**src/rtl/md_block_copier.sv**
```systemverilog
// md_block_copier: copies a block of words between data-memory regions
// using absolute addressing, restoring the caller's relocation shift after.
module md_block_copier #(
  parameter int ADDR_W = 12,
  parameter int DATA_W = 32
) (
  input  logic              clock,
  input  logic              reset,
  input  logic              start,
  input  logic [ADDR_W-1:0] src_base,
  input  logic [ADDR_W-1:0] dst_base,
  input  logic [ADDR_W-1:0] length,
  input  logic [ADDR_W-1:0] return_shift,
  input  logic [DATA_W-1:0] md_read,
  output logic [ADDR_W-1:0] md_address,
  output logic [DATA_W-1:0] md_data,
  output logic              md_we,
  output logic [1:0]        md_flagShift,
  output logic [ADDR_W-1:0] md_shift,
  output logic              busy,
  output logic              done
);

  typedef enum logic [2:0] {
    IDLE, SETUP, READ, CAPTURE, WRITE, RESTORE, DONE
  } state_t;

  state_t state, state_nx;

  logic [ADDR_W-1:0] src, dst, len, rshift, idx;
  logic [ADDR_W-1:0] idx_nx;
  logic [DATA_W-1:0] word;

  assign idx_nx = idx + ADDR_W'(1);

  always_ff @(posedge clock or posedge reset) begin
    if (reset) begin
      state  <= IDLE;
      src    <= '0;
      dst    <= '0;
      len    <= '0;
      rshift <= '0;
      idx    <= '0;
      word   <= '0;
    end else begin
      state <= state_nx;
      unique case (state)
        IDLE: begin
          if (start) begin
            src    <= src_base;
            dst    <= dst_base;
            len    <= length;
            rshift <= return_shift;
            idx    <= '0;
          end
        end
        CAPTURE: word <= md_read;
        WRITE:   idx  <= idx_nx;
        default: ;
      endcase
    end
  end

  // Outputs depend only on registered state, never on the inputs.
  always_comb begin
    state_nx     = state;
    md_address   = '0;
    md_data      = '0;
    md_we        = 1'b0;
    md_flagShift = 2'd0;
    md_shift     = '0;
    busy         = 1'b0;
    done         = 1'b0;
    unique case (state)
      IDLE: begin
        if (start) state_nx = SETUP;
      end
      SETUP: begin
        busy         = 1'b1;
        md_flagShift = 2'd1;
        state_nx     = (len == '0) ? RESTORE : READ;
      end
      READ: begin
        busy       = 1'b1;
        md_address = src + idx;
        state_nx   = CAPTURE;
      end
      CAPTURE: begin
        busy       = 1'b1;
        md_address = src + idx;
        state_nx   = WRITE;
      end
      WRITE: begin
        busy       = 1'b1;
        md_address = dst + idx;
        md_data    = word;
        md_we      = 1'b1;
        state_nx   = (idx_nx == len) ? RESTORE : READ;
      end
      RESTORE: begin
        busy         = 1'b1;
        md_flagShift = 2'd2;
        md_shift     = rshift;
        state_nx     = DONE;
      end
      DONE: begin
        done     = 1'b1;
        state_nx = IDLE;
      end
      default: state_nx = IDLE;
    endcase
  end

endmodule

```
**config.mk**
```make
export PLATFORM = sky130hd
export DESIGN_NAME = md_block_copier
export DESIGN_NICKNAME = d
export VERILOG_FILES = /design/src/rtl/md_block_copier.sv
export SDC_FILE = /design/constraint.sdc
export NUM_CORES = 1
export LEC_CHECK = 0
export CORE_MARGIN = 10
export CORE_UTILIZATION = 52
export CTS_CLUSTER_SIZE = 40
export DETAILED_ROUTE_END_ITERATION = 16
export PLACE_DENSITY = 0.91
export SLEW_MARGIN = 20
export SYNTH_ARGS = -nofsm -noshare
export SYNTH_HDL_FRONTEND = slang
export SYNTH_SLANG_ARGS = --single-unit
```
**constraint.sdc**
```tcl
create_clock -name clock -period 11.8 [get_ports clock]
set_clock_uncertainty 0.1 [all_clocks]
set_input_delay 3.54 -clock clock [delete_from_list [all_inputs] [get_ports clock]]
set_output_delay 3.54 -clock clock [all_outputs]
set_load 0.005 [all_outputs]
```
Yosys cells after proc, flatten, opt, wreduce, memory -nomap -nowiden
Index checks and enable logic that the tools add are counted.
Storage, ports and cells
  flip-flop bits (word level): 95
  bits in latches: 0
  memory bits (writable): 0
  bits in read-only memories: 0
  output and inout bits: 61
  logic and storage cells: 38
  memories kept: 0
Cells by class
  add/sub/neg operators: 3
  multiply operators: 0
  div/mod/pow operators: 0
  order comparisons: 0
  equality and inequality tests: 8
  shift-type cells: 0
  mux-type cells: 13
  bitwise operators: 0
  reduce and logical (&&, ||, !) cells: 7
Operators by type and width (count)
  case mux 12 bit (2 select lines): 2
  two-way mux 32 bit: 1
  adder 12 bit: 2
  two-way mux 12 bit: 2
  case mux 3 bit (6 select lines): 1
  adder 12 x 1 -> 12 bit, second input constant: 1
  equality test 12 bit: 1
  logical NOT 12 bit: 1
  equality test 3 bit, second input constant: 3
  two-way mux 3 bit: 3
  equality test 3 x 2 -> 1 bit, second input constant: 2
  OR reduction 5 bit: 1
  case mux 2 bit (2 select lines): 1
  AND reduction 2 bit: 2
  equality test 3 x 1 -> 1 bit, second input constant: 1
  logical NOT 3 bit: 1
  two-way mux 1 bit: 3
  inequality test 2 bit, second input constant: 1
  nonzero test 2 bit: 1
  OR reduction 2 bit: 1

Logic depth before layout (Yosys ltp)
  depth in word-level cells: 4
  depth in mapped cells: 18
  depth with buffers taken out: 15

Worst setup path before layout
OpenSTA, ideal clock, no wires.
  kind: reg2out
  from: reg state[2]
  to: out md_address[10]
  data arrival time: 3.036 ns
  data required time: 8.160 ns
  slack: 5.124 ns
  stages on the path, launching flop included: 19
  path buffers: 3
  cells stage by stage: dfrtp_1 -> buf_2 -> inv_2 -> or3_1 -> clkbuf_1 -> inv_2 -> buf_1 -> nand2_1 -> nand2_1 -> ha_1 -> inv_1 -> fa_1 -> nor2b_1 -> o21a_1 -> o21ai_0 -> a21boi_0 -> o41ai_1 -> xor2_1 -> nor2_1
On the way
  longest elaborated chain between the ends: 3
  elaborated cells between the ends (all ways): 5
Ends and longest elaborated chain
  from (decl): RTL line 28  | state_t state, state_nx;
  from (signal assigned): RTL line 46  | state <= state_nx;
  equality test 3 x 2 -> 1 bit: RTL line 74  | unique case (state)
  OR reduction 2 bit (no line)
  case mux 12 bit (2 select lines) *: RTL line 74
  to (decl): RTL line 15  | output logic [ADDR_W-1:0] md_address,
Mark *: on every way between the ends. The rest lies on a longest branch, timed or not.

Worst setup path after layout
Same ends and word-level chain as after synthesis.

==> results.yml <==
cts:
  worstSkewPairLatency_ps: 370
  hold_buffers: 0
  cts_tree: "built"
  post_cts_buffers: 0
  ctsHtreeMaxLevel: 3
  cts_num_sinks: 95
  clock_path_buffers: 2
  cts_buffers: 9
  clkTransAtPathRegs_ps: 90
  cts_root_buffer: "clkbuf_8"
  cts_resized: 0
die:
  coreArea_um2: 9680
  io_pins: 144
  die_h_um: 119
  dieArea_um2: 14200
  rows: 36
  dieWidth_um: 119
  initial_core_util_pct: 52.9
logic_synthesis:
  synth-xor-area-share_pct: 3.76
  syn_inst: 489
  muxShareOfSynthArea_pct: 18.2
  synth_ff_type: "dfrtp_1"
  async_flop_share_pct: 100
  synthDistinctLibCells: 46
  synth_compound_area_share_pct: 8.21
  synthSimpleGateAreaFrac_pct: 16.9
  ys_ff_latch: 95
  synth_top_family_by_area: "multiplexers"
  ys_seq_area_share_pct: 46.4
  synthAdderAreaFrac_pct: 3.32
  avgSynthCellArea_um2: 10.5
  synth-edff-count: 0
  syn-num-nets: 585
  synth_area_um2: 5120
  yosys_warnings: 0
placed_design:
  place_congestion: 0.948
  io_buffers: 143
  place_area_um2: 6610
  dp_hpwl_um: 10300
detailed_routing:
  drc: 0
  drt_iter0_drc: 219
  vias: 4107
  wl_um: 13600
  wl_per_cell_um: 18.1
  drt_pass1_iterations: 6
  avgViaCountPerCell: 5.45
  ant_nets: 0
power_and_ir_drop:
  vdd_drop_max_mv: 0.113
  switching_share_pct: 33.3
  power.switching_mw: 0.495
  clock_power_share_pct: 18.0
  p_int_mw: 0.991
  p_seq_share_pct: 38.8
  combPwrFrac_pct: 43.1
  p_leak_nw: 2.83
  cellPowerDensity_nw_per_um2: 217
sta:
  setup_tns_ps: 0
  drv_slew: 0
  period_needed_ps: 8270
  finalSetupViolations: 0
  rsz0062_at_grt: "false"
  holdWs_ps: 402
  maxSlewHeadroom_pct: 45.6
  fin_crit_sh_pct: 70.1
  finalHoldViolCount: 0
  tightestPinTransition_ps: 813
  max_freq_mhz: 121
run:
  drv_cap: 0
cells_and_area:
  antenna_cells: 0
  area_delta_synth_final_pct: 33.9
  final_area_um2: 6860
  fill_cells: 665
  drive_gt1_share_pct: 17.3
  postLayoutCoreUtil_pct: 70.8
  fin_nets: 711
critical_path:
  crit_chain: "inv_2, or3_1, buf_4, inv_2, nand2_1, nand2_1, ha_1, inv_1, fa_1, nor2b_1, o21a_1, o21ai_0, a21boi_0, o41ai_1, xor2_1, nor2_1, clkdlybuf4s50_1"
  required_ps: 8160
  crit_slowest_cell: "inv_2"
  cp-end-kind: "primary output"
  cp.arrival_ps: 4630
  start_kind: "flop"
  criticalPathCategory: "flop to primary output"
  crit_fanout: 55
  slowest_delay_ps: 590
grt:
  grt_pass1_wl_um: 22400
  grt_pass1_vias: 4393
  grt_max_degree: 56
  overflow: 0
  gr-usage-all-layers_pct: 19.3
  antenna_found_initial: 0
worst_hold_path:
  hold_class: "flop to flop"
status:
  status: "complete, no violations"
power by group through the flow:
stage | Sequential (mW) | Clock [mW] | Combinational (mW)
CTS | 0.578 | 0.271 | 0.648
global placement | 0.571 | 0 | 0.613
global route | 0.596 | 0.284 | 0.705
floorplan | 0.538 | 0 | 0.449
detailed placement | 0.584 | 0 | 0.642
finish | 0.577 | 0.268 | 0.641
cells in the final DEF (no fill, tap or decap), types with 10 or more instances in the layout:
| cell type | n |
|---|---|
| xor2_1 | 10 |
| a21oi_1 | 14 |
| clkdlybuf4s50_1 | 143 |
| nand2_1 | 47 |
| clkbuf_8 | 10 |
| xnor2_1 | 12 |
| o21ai_0 | 24 |
| dfrtp_1 | 95 |
| nor2_1 | 34 |
| and2_1 | 46 |
| ha_1 | 12 |
| mux2_2 | 80 |
synth_stat cells (5+ instances only):
library cell / count / area share [%]
dfrtp_1: 95 / 46
nor2_1: 34 / 2.5
xnor2_1: 12 / 2.1
nor3_1: 8 / 0.78
nor2b_1: 8 / 0.98
xor2_1: 10 / 1.7
clkbuf_1: 13 / 0.95
nand2_1: 47 / 3.4
nand3_1: 9 / 0.88
a21oi_1: 14 / 1.4
and2_1: 47 / 5.7
buf_2: 7 / 0.68
inv_1: 5 / 0.37
o21ai_0: 24 / 2.3
o31ai_1: 5 / 0.73
buf_1: 7 / 0.51
ha_1: 12 / 2.9
mux2_2: 80 / 18
layer usage:
metal | track usage (%) | part of all wire, % | vias up
met1 | 20.6 | 36 | 1984
met4 | 6.41 | 1.5 | 0
met2 | 33.2 | 51 | 162
li1 | - | - | 1942
met5 | 0 | 0 | -
met3 | 8.93 | 11 | 19
final timing paths:
| check | start | end | slack [ps] | cells after the start |
|---|---|---|---|---|
| setup / recovery | state[2] | md_address[10] | 3530 | 17 |
| hold / removal | word[3] | word[3] | 400 | 1 |
| setup reg to reg | idx[0] | state[0] | 9080 | 8 |
| hold reg to reg | word[3] | word[3] | 400 | 1 |
| max in group asynchronous | reset | len[11] | 6960 | 3 |
| min in group asynchronous | reset | word[23] | 3520 | 2 |
state kept, by name, indices dropped and copies added (netlist names):
register  cells
idx          12
len          12
rshift       12
word         32
state         3
dst          12
src          12
through the flow:
step | total power, mW | cells | setup WS, ps
after floorplan | 0.988 | 489 | 5120
after global routing | 1.58 | 753 | 3200
after CTS | 1.50 | 753 | 3560
after global placement | 1.18 | 737 | 4180
after detailed placement | 1.23 | 737 | 4010
final | 1.49 | 753 | 3530
kinds of logic (layout without fill, tap and decap cells):
logic type | count (synthesis) | in the layout
AND/OR/NAND/NOR | 172 | 172
flip-flops | 95 | 95
multiplexers | 83 | 83
AO/OA/AOI/OAI | 66 | 66
buffers and inverters | 38 | 169
XOR/XNOR | 22 | 22
adder cells (fa/ha/maj) | 13 | 13
worst max-delay path, delay by kind of cell, from the launching register on:
| family | cells | cell delay [ps] |
|---|---|---|
| buffers and inverters | 5 | 1500 |
| adders and majority gates | 2 | 550 |
| AOI/OAI and AO/OA | 4 | 720 |
| DFF | 1 | 510 |
| and+or+nand+nor | 5 | 810 |
| xor gates and xnor gates | 1 | 150 |
cell type report:
| type | instances | area [µm²] | area share, % |
|---|---|---|---|
| clock buffers | 10 | 138 | 2.01 |
| repair buffers | 146 | 1450 | 21.2 |
| flip-flops and latches | 95 | 2380 | 34.7 |
| inverters | 7 | 27.5 | 0.401 |
| multi-input cells | 356 | 2580 | 37.6 |
| clock inverters | 6 | 115 | 1.68 |
| well taps | 133 | 166 | 2.43 |
Power figures use the tool's default switching activity.
